<file path="config.mk">
export PLATFORM = sky130hd
export DESIGN_NAME = dino_key_scheduler
export DESIGN_NICKNAME = d
export VERILOG_FILES = /design/src/rtl/dino_key_scheduler.sv
export SDC_FILE = /design/constraint.sdc
export NUM_CORES = 1
export LEC_CHECK = 0
export ABC_AREA = 1
export CAP_MARGIN = 20
export CORE_UTILIZATION = 45
export DETAILED_ROUTE_END_ITERATION = 8
export GPL_TIMING_DRIVEN = 0
export PLACE_DENSITY = 0.78
export SKIP_CTS_REPAIR_TIMING = 1
export SLEW_MARGIN = 20
export SYNTH_ARGS = -nofsm -noshare
export SYNTH_HDL_FRONTEND = slang
export SYNTH_SLANG_ARGS = --single-unit
</file>
<file path="constraint.sdc">
create_clock -name clk -period 5.3 [get_ports clk]
set_input_delay 1.59 -clock clk [delete_from_list [all_inputs] [get_ports clk]]
set_output_delay 1.59 -clock clk [all_outputs]
set_load 0.005 [all_outputs]
</file>
<file path="src/rtl/dino_key_scheduler.sv">
// -----------------------------------------------------------------------------
// dino_key_scheduler
//
// Turns PS/2 decoder key-change pulses into a filtered stream of game commands
// (START, JUMP, DUCK_ON, DUCK_OFF) for the dino game FSM. Typematic repeats
// from the keyboard are suppressed with per-key held flags. Commands are queued
// in a small FIFO and handed out over a valid/ready handshake.
//
// Optional feature (compile-time macro KEY_REPEAT_EN): while a jump key is held
// the block generates its own JUMP commands, the first REPEAT_DELAY cycles after
// the press and then every REPEAT_PERIOD cycles.
//
// Parameters:
//   FIFO_DEPTH     command FIFO entries (power of two, >= 2)
//   REPEAT_DELAY   cycles from jump press to first auto-repeat JUMP (>= 1)
//   REPEAT_PERIOD  cycles between later auto-repeat JUMPs (>= 1)
//
// Ports:
//   clk          system clock, all state on posedge
//   rst          asynchronous active-low reset
//   key_valid    one-cycle pulse, decoder reports a key change
//   last_change  {extend, scan code} of the changed key
//   key_pressed  1 = make, 0 = break
//   cmd_valid    FIFO head holds a command
//   cmd          head command: 1 START, 2 JUMP, 3 DUCK_ON, 4 DUCK_OFF
//   cmd_ready    consumer accepts the head when cmd_valid = 1
//   fifo_level   current FIFO entry count
//   overflow     sticky, a command was dropped because the FIFO was full
// -----------------------------------------------------------------------------
module dino_key_scheduler #(
    parameter int FIFO_DEPTH    = 4,
    parameter int REPEAT_DELAY  = 25_000_000,
    parameter int REPEAT_PERIOD = 12_500_000
) (
    input  logic                        clk,
    input  logic                        rst,
    input  logic                        key_valid,
    input  logic [8:0]                  last_change,
    input  logic                        key_pressed,
    output logic                        cmd_valid,
    output logic [2:0]                  cmd,
    input  logic                        cmd_ready,
    output logic [$clog2(FIFO_DEPTH):0] fifo_level,
    output logic                        overflow
);

    localparam int PTR_W = $clog2(FIFO_DEPTH);
    localparam int LVL_W = PTR_W + 1;
    localparam logic [LVL_W-1:0] FULL_LEVEL = LVL_W'(FIFO_DEPTH);

    localparam logic [8:0] KEY_ENTER = 9'h05A;
    localparam logic [8:0] KEY_SPACE = 9'h029;
    localparam logic [8:0] KEY_UP    = 9'h075;
    localparam logic [8:0] KEY_DOWN  = 9'h072;

    typedef enum logic [2:0] {
        CMD_NONE     = 3'd0,
        CMD_START    = 3'd1,
        CMD_JUMP     = 3'd2,
        CMD_DUCK_ON  = 3'd3,
        CMD_DUCK_OFF = 3'd4
    } cmd_t;

    // -------------------------------------------------------------------------
    // Key decode and typematic filter
    // -------------------------------------------------------------------------
    logic held_enter, held_space, held_up, held_down;
    logic held_enter_n, held_space_n, held_up_n, held_down_n;
    cmd_t ev_cmd;
    logic jump_press;

    // NOTE: every signal written in an always_comb gets a default first, so
    // no path through the case leaves it unassigned and no latch is inferred.
    always_comb begin
        held_enter_n = held_enter;
        held_space_n = held_space;
        held_up_n    = held_up;
        held_down_n  = held_down;
        ev_cmd       = CMD_NONE;
        jump_press   = 1'b0;

        if (key_valid) begin
            case (last_change)
                KEY_ENTER: begin
                    if (!key_pressed) begin
                        held_enter_n = 1'b0;
                    end else if (!held_enter) begin
                        held_enter_n = 1'b1;
                        ev_cmd       = CMD_START;
                    end
                end
                KEY_SPACE: begin
                    if (!key_pressed) begin
                        held_space_n = 1'b0;
                    end else if (!held_space) begin
                        held_space_n = 1'b1;
                        // Space and up share the jump; the second key adds nothing.
                        if (!held_up) begin
                            ev_cmd     = CMD_JUMP;
                            jump_press = 1'b1;
                        end
                    end
                end
                KEY_UP: begin
                    if (!key_pressed) begin
                        held_up_n = 1'b0;
                    end else if (!held_up) begin
                        held_up_n = 1'b1;
                        if (!held_space) begin
                            ev_cmd     = CMD_JUMP;
                            jump_press = 1'b1;
                        end
                    end
                end
                KEY_DOWN: begin
                    if (!key_pressed) begin
                        held_down_n = 1'b0;
                        ev_cmd      = CMD_DUCK_OFF;
                    end else if (!held_down) begin
                        held_down_n = 1'b1;
                        ev_cmd      = CMD_DUCK_ON;
                    end
                end
                default: ;
            endcase
        end
    end

    // NOTE: sequential state is updated with non-blocking assignments so every
    // flop samples the pre-edge values regardless of statement order.
    always_ff @(posedge clk or negedge rst) begin
        if (!rst) begin
            held_enter <= 1'b0;
            held_space <= 1'b0;
            held_up    <= 1'b0;
            held_down  <= 1'b0;
        end else begin
            held_enter <= held_enter_n;
            held_space <= held_space_n;
            held_up    <= held_up_n;
            held_down  <= held_down_n;
        end
    end

    // -------------------------------------------------------------------------
    // Jump auto-repeat
    // -------------------------------------------------------------------------
    logic fire;

`ifdef KEY_REPEAT_EN
    localparam int CNT_MAX = (REPEAT_DELAY > REPEAT_PERIOD) ? REPEAT_DELAY : REPEAT_PERIOD;
    localparam int CNT_W   = $clog2(CNT_MAX + 1);
    localparam logic [CNT_W-1:0] DELAY_LOAD  = CNT_W'(REPEAT_DELAY - 1);
    localparam logic [CNT_W-1:0] PERIOD_LOAD = CNT_W'(REPEAT_PERIOD - 1);

    typedef enum logic [1:0] {
        RPT_IDLE,
        RPT_DELAY,
        RPT_REPEAT
    } rpt_state_t;

    rpt_state_t       rpt_state, rpt_state_n;
    logic [CNT_W-1:0] cnt, cnt_n;

    always_comb begin
        rpt_state_n = rpt_state;
        cnt_n       = cnt;
        fire        = 1'b0;

        // Releasing the last jump key cancels the repeat, even a pending fire.
        if (!held_space_n && !held_up_n) begin
            rpt_state_n = RPT_IDLE;
            cnt_n       = '0;
        end else begin
            case (rpt_state)
                RPT_IDLE: begin
                    if (jump_press) begin
                        rpt_state_n = RPT_DELAY;
                        cnt_n       = DELAY_LOAD;
                    end
                end
                RPT_DELAY, RPT_REPEAT: begin
                    if (cnt != '0) begin
                        cnt_n = cnt - CNT_W'(1);
                    end else if (ev_cmd == CMD_NONE) begin
                        // A decoder command owns the single push slot; otherwise
                        // the fire waits here with cnt parked at zero.
                        fire        = 1'b1;
                        rpt_state_n = RPT_REPEAT;
                        cnt_n       = PERIOD_LOAD;
                    end
                end
                default: begin
                    rpt_state_n = RPT_IDLE;
                    cnt_n       = '0;
                end
            endcase
        end
    end

    always_ff @(posedge clk or negedge rst) begin
        if (!rst) begin
            rpt_state <= RPT_IDLE;
            cnt       <= '0;
        end else begin
            rpt_state <= rpt_state_n;
            cnt       <= cnt_n;
        end
    end
`else
    assign fire = 1'b0;

    // Keeps the repeat-only signal and parameters referenced when the feature
    // is compiled out.
    logic unused_cfg;
    assign unused_cfg = jump_press ^ (REPEAT_DELAY < 1) ^ (REPEAT_PERIOD < 1);
`endif

    // -------------------------------------------------------------------------
    // Command FIFO
    // -------------------------------------------------------------------------
    logic [2:0]       mem [FIFO_DEPTH];
    logic [PTR_W-1:0] wr_ptr, rd_ptr;
    logic [2:0]       cmd_hold;
    cmd_t             push_cmd;
    logic             push, pop, full, push_ok;

    always_comb begin
        push_cmd = (ev_cmd != CMD_NONE) ? ev_cmd : CMD_JUMP;
    end

    assign push      = (ev_cmd != CMD_NONE) || fire;
    assign cmd_valid = (fifo_level != '0);
    assign pop       = cmd_valid && cmd_ready;
    assign full      = (fifo_level == FULL_LEVEL);
    // A pop in the same cycle frees the slot, so a full FIFO still accepts.
    assign push_ok   = push && (!full || pop);

    // With the FIFO empty the output shows the last head rather than stale
    // storage, which is why cmd_hold exists alongside the memory.
    assign cmd = cmd_valid ? mem[rd_ptr] : cmd_hold;

    // NOTE: the storage array has no reset; entries are only observable after
    // being written, and leaving it out of reset keeps it a plain RAM.
    always_ff @(posedge clk) begin
        if (push_ok) begin
            mem[wr_ptr] <= push_cmd;
        end
    end

    always_ff @(posedge clk or negedge rst) begin
        if (!rst) begin
            wr_ptr     <= '0;
            rd_ptr     <= '0;
            fifo_level <= '0;
            overflow   <= 1'b0;
            cmd_hold   <= '0;
        end else begin
            if (push_ok) begin
                wr_ptr <= wr_ptr + PTR_W'(1);
            end
            if (pop) begin
                rd_ptr <= rd_ptr + PTR_W'(1);
            end
            case ({push_ok, pop})
                2'b10:   fifo_level <= fifo_level + LVL_W'(1);
                2'b01:   fifo_level <= fifo_level - LVL_W'(1);
                default: ;
            endcase
            if (push && !push_ok) begin
                overflow <= 1'b1;
            end
            if (cmd_valid) begin
                cmd_hold <= mem[rd_ptr];
            end
        end
    end

endmodule

</file>
==> results.json <==
{
  "status": "complete, no violations",
  "die-area_sq_um": 3560,
  "drv_slew": 0,
  "layout.nets": 221,
  "gr-total-overflow": 0,
  "syn_inst": 176,
  "post_dp_cell_area_sq_um": 1760,
  "h-tree-depth": 1,
  "path_max_fanout": 8,
  "cp_data_arrival_time_ns": 1.96,
  "hold_viol_final": 0,
  "cap_viol_max_count": 0,
  "port_buffers": 21,
  "routed_wirelength_microns": 2470,
  "cts_sinks": 27,
  "rows": 20,
  "ctsLongestPathBuffers": 2,
  "tns_ns": 0,
  "rsz0062_at_grt": "false",
  "antenna_found_initial": 0,
  "drt-wirelength-per-cell_microns": 10.1,
  "die_height_microns": 59.6,
  "synth_cell_type_count": 24,
  "r2r_start": "fifo_level[0]$_DFFE_PN0P_",
  "diodes": 0,
  "synth_ff_type": "dfrtp_1",
  "cts-root-buf": "clkbuf_4",
  "p_per_area_nw_per_um2": 359,
  "ir_drop_v": 0.000109,
  "syn_nets": 195,
  "dp_hpwl_microns": 2020,
  "dr.first_iter.drc_count": 38,
  "holdCritStartpoint": "overflow$_DFFE_PN0P_",
  "synth_most_common_cell": "nor2_1",
  "drc": 0,
  "gp_congestion": 0.781,
  "post-place-cells": 241,
  "final-setup-viol-count": 0,
  "sw_frac_of_total_pct": 35.1,
  "cts_buffers": 3,
  "stdcell_count": 245,
  "synth-async-reset-ratio_pct": 55.6,
  "io_pins": 22,
  "total_power_uw": 642,
  "clock.fmax_ghz": 0.282,
  "cp-end-kind": "output pin",
  "core_area_sq_um": 3100,
  "vias_per_cell": 4.78,
  "yosys-top-cells-count": "35 x nor2_1, 26 x inv_1, 26 x nand2_1",
  "fin_skew_ns": 0.00496,
  "worstSetupStartpointType": "flop",
  "tightest_slew_ns": 0.698,
  "worstSetupStartpoint": "rd_ptr[0]$_DFFE_PN0P_",
  "power_frac_seq_pct": 43.6,
  "drive_above_1_share_pct": 12.4,
  "vias": 1172,
  "synth_top_area_cell": "dfrtp_1",
  "fin_area_sq_um": 1790,
  "power_frac_clock_pct": 14.3,
  "yosys_warnings": 0,
  "yosysSeqAreaShare_pct": 49.2,
  "slew_headroom_pct": 53.3,
  "period_needed_ns": 3.55,
  "synthesis.area_sq_um": 1500,
  "syn_area_per_cell_sq_um": 8.50,
  "hold_path_class": "flop to flop",
  "first_pass_iters": 4,
  "grtUsageTotal_pct": 16.4,
  "grt_max_degree": 17,
  "clock_latency_ns": 0.33,
  "ys_top_cells_by_area": "dfrtp_1 25%, edfxtp_1 24%, nor2_1 8.8%",
  "ys_ff_latch": 27,
  "p_int_uw": 417,
  "clk_pin_slew_ns": 0.14,
  "die_x_microns": 59.6,
  "cts_tree": "built",
  "area_growth_syn_to_layout_pct": 19.7,
  "leakage_uw": 0.000863,
  "cp.required_ns": 3.71,
  "antenna_left": 0,
  "initial_core_util_pct": 48.2,
  "switchingPower_uw": 226,
  "critPathKind": "flop to output pin",
  "period_share_pct": 67.0,
  "reg2reg_slack_ns": 3.27,
  "grt_pass1_wl_microns": 4330,
  "synth-edff-count": 12,
  "first_global_vias": 1115,
  "p_comb_share_pct": 42.1,
  "yosys.area.top_type_share_pct": 25.1
}
worst max-delay path, cell delays in order (launching register included):
cell             delay, ns
dfrtp_1               0.39
clkbuf_1              0.18
inv_1                 0.18
o21ai_0               0.13
a31oi_1               0.22
clkdlybuf4s50_1       0.53
metal layers:
layer  wire length (microns)  GRT usage, %  up-vias
met5                       0             0        -
met4                      45          6.98        0
met3                      55          2.62        4
met2                    1280          31.7       19
met1                    1090          17.2      534
li1                        -             -      615
metrics by stage:
step / hold WS [ns] / setup WS [ns] / util, %
floorplan: 0.454 / 2.11 / -
CTS: 0.484 / 1.71 / 57.7
detailed placement: 0.451 / 1.44 / 56.7
finish: 0.477 / 1.75 / 57.7
global route: 0.510 / 1.54 / 57.7
global placement: 0.446 / 1.49 / 56.7
flip-flops by register name, summed over array words and instances, names as in the netlist:
signal	flops
mem	12
cmd_hold	3
fifo_level	3
rd_ptr	2
wr_ptr	2
held_down	1
held_enter	1
held_space	1
held_up	1
overflow	1
power groups by stage:
stage / Combinational [uW] / Sequential, uW / Clock, uW
after floorplan: 159 / 281 / 0
after global routing: 306 / 286 / 100
after global placement: 265 / 284 / 0
after detailed placement: 274 / 286 / 0
final: 270 / 280 / 92.0
after CTS: 274 / 282 / 92.7
cells in the final DEF (no fill, tap or decap), drive strengths merged:
cell,n
o21a,1
clkdlybuf4s50,21
fa,1
nand2,33
o21ai,10
nand4,3
a21oi,1
clkbuf,4
xor2,2
nor3,2
edfxtp,12
o31ai,1
clkinvlp,1
inv,29
nand3,17
a31oi,3
dfrtp,15
ha,4
a21o,1
nor2,40
worst paths after layout:
| path | to | depth (start not counted) |
|---|---|---|
| hold / removal | overflow$_DFFE_PN0P_ | 1 |
| setup reg to reg | fifo_level[1]$_DFFE_PN0P_ | 10 |
| setup / recovery | cmd[1] | 5 |
| hold reg to reg | overflow$_DFFE_PN0P_ | 1 |
| max in group asynchronous | rd_ptr[1]$_DFFE_PN0P_ | 1 |
| min in group asynchronous | wr_ptr[0]$_DFFE_PN0P_ | 1 |
layout make-up:
cell class	count	area, sq um
buffer	1	3.75
clock buffer	3	22.5
clock inverter	1	7.51
fill	314	1310
inverter	29	109
multi-input combinational	119	647
sequential	27	736
tap	44	55.1
timing repair buffer	21	210
cell families after synthesis:
group / count (synthesis) / synth area share, %
simple gates: 95 / 30.6
buf+inv: 30 / 7.53
compound gates: 17 / 6.78
flops: 27 / 49.2
xor+xnor: 2 / 1.17
fa+ha+maj: 5 / 4.69
Power figures use the tool's default switching activity.
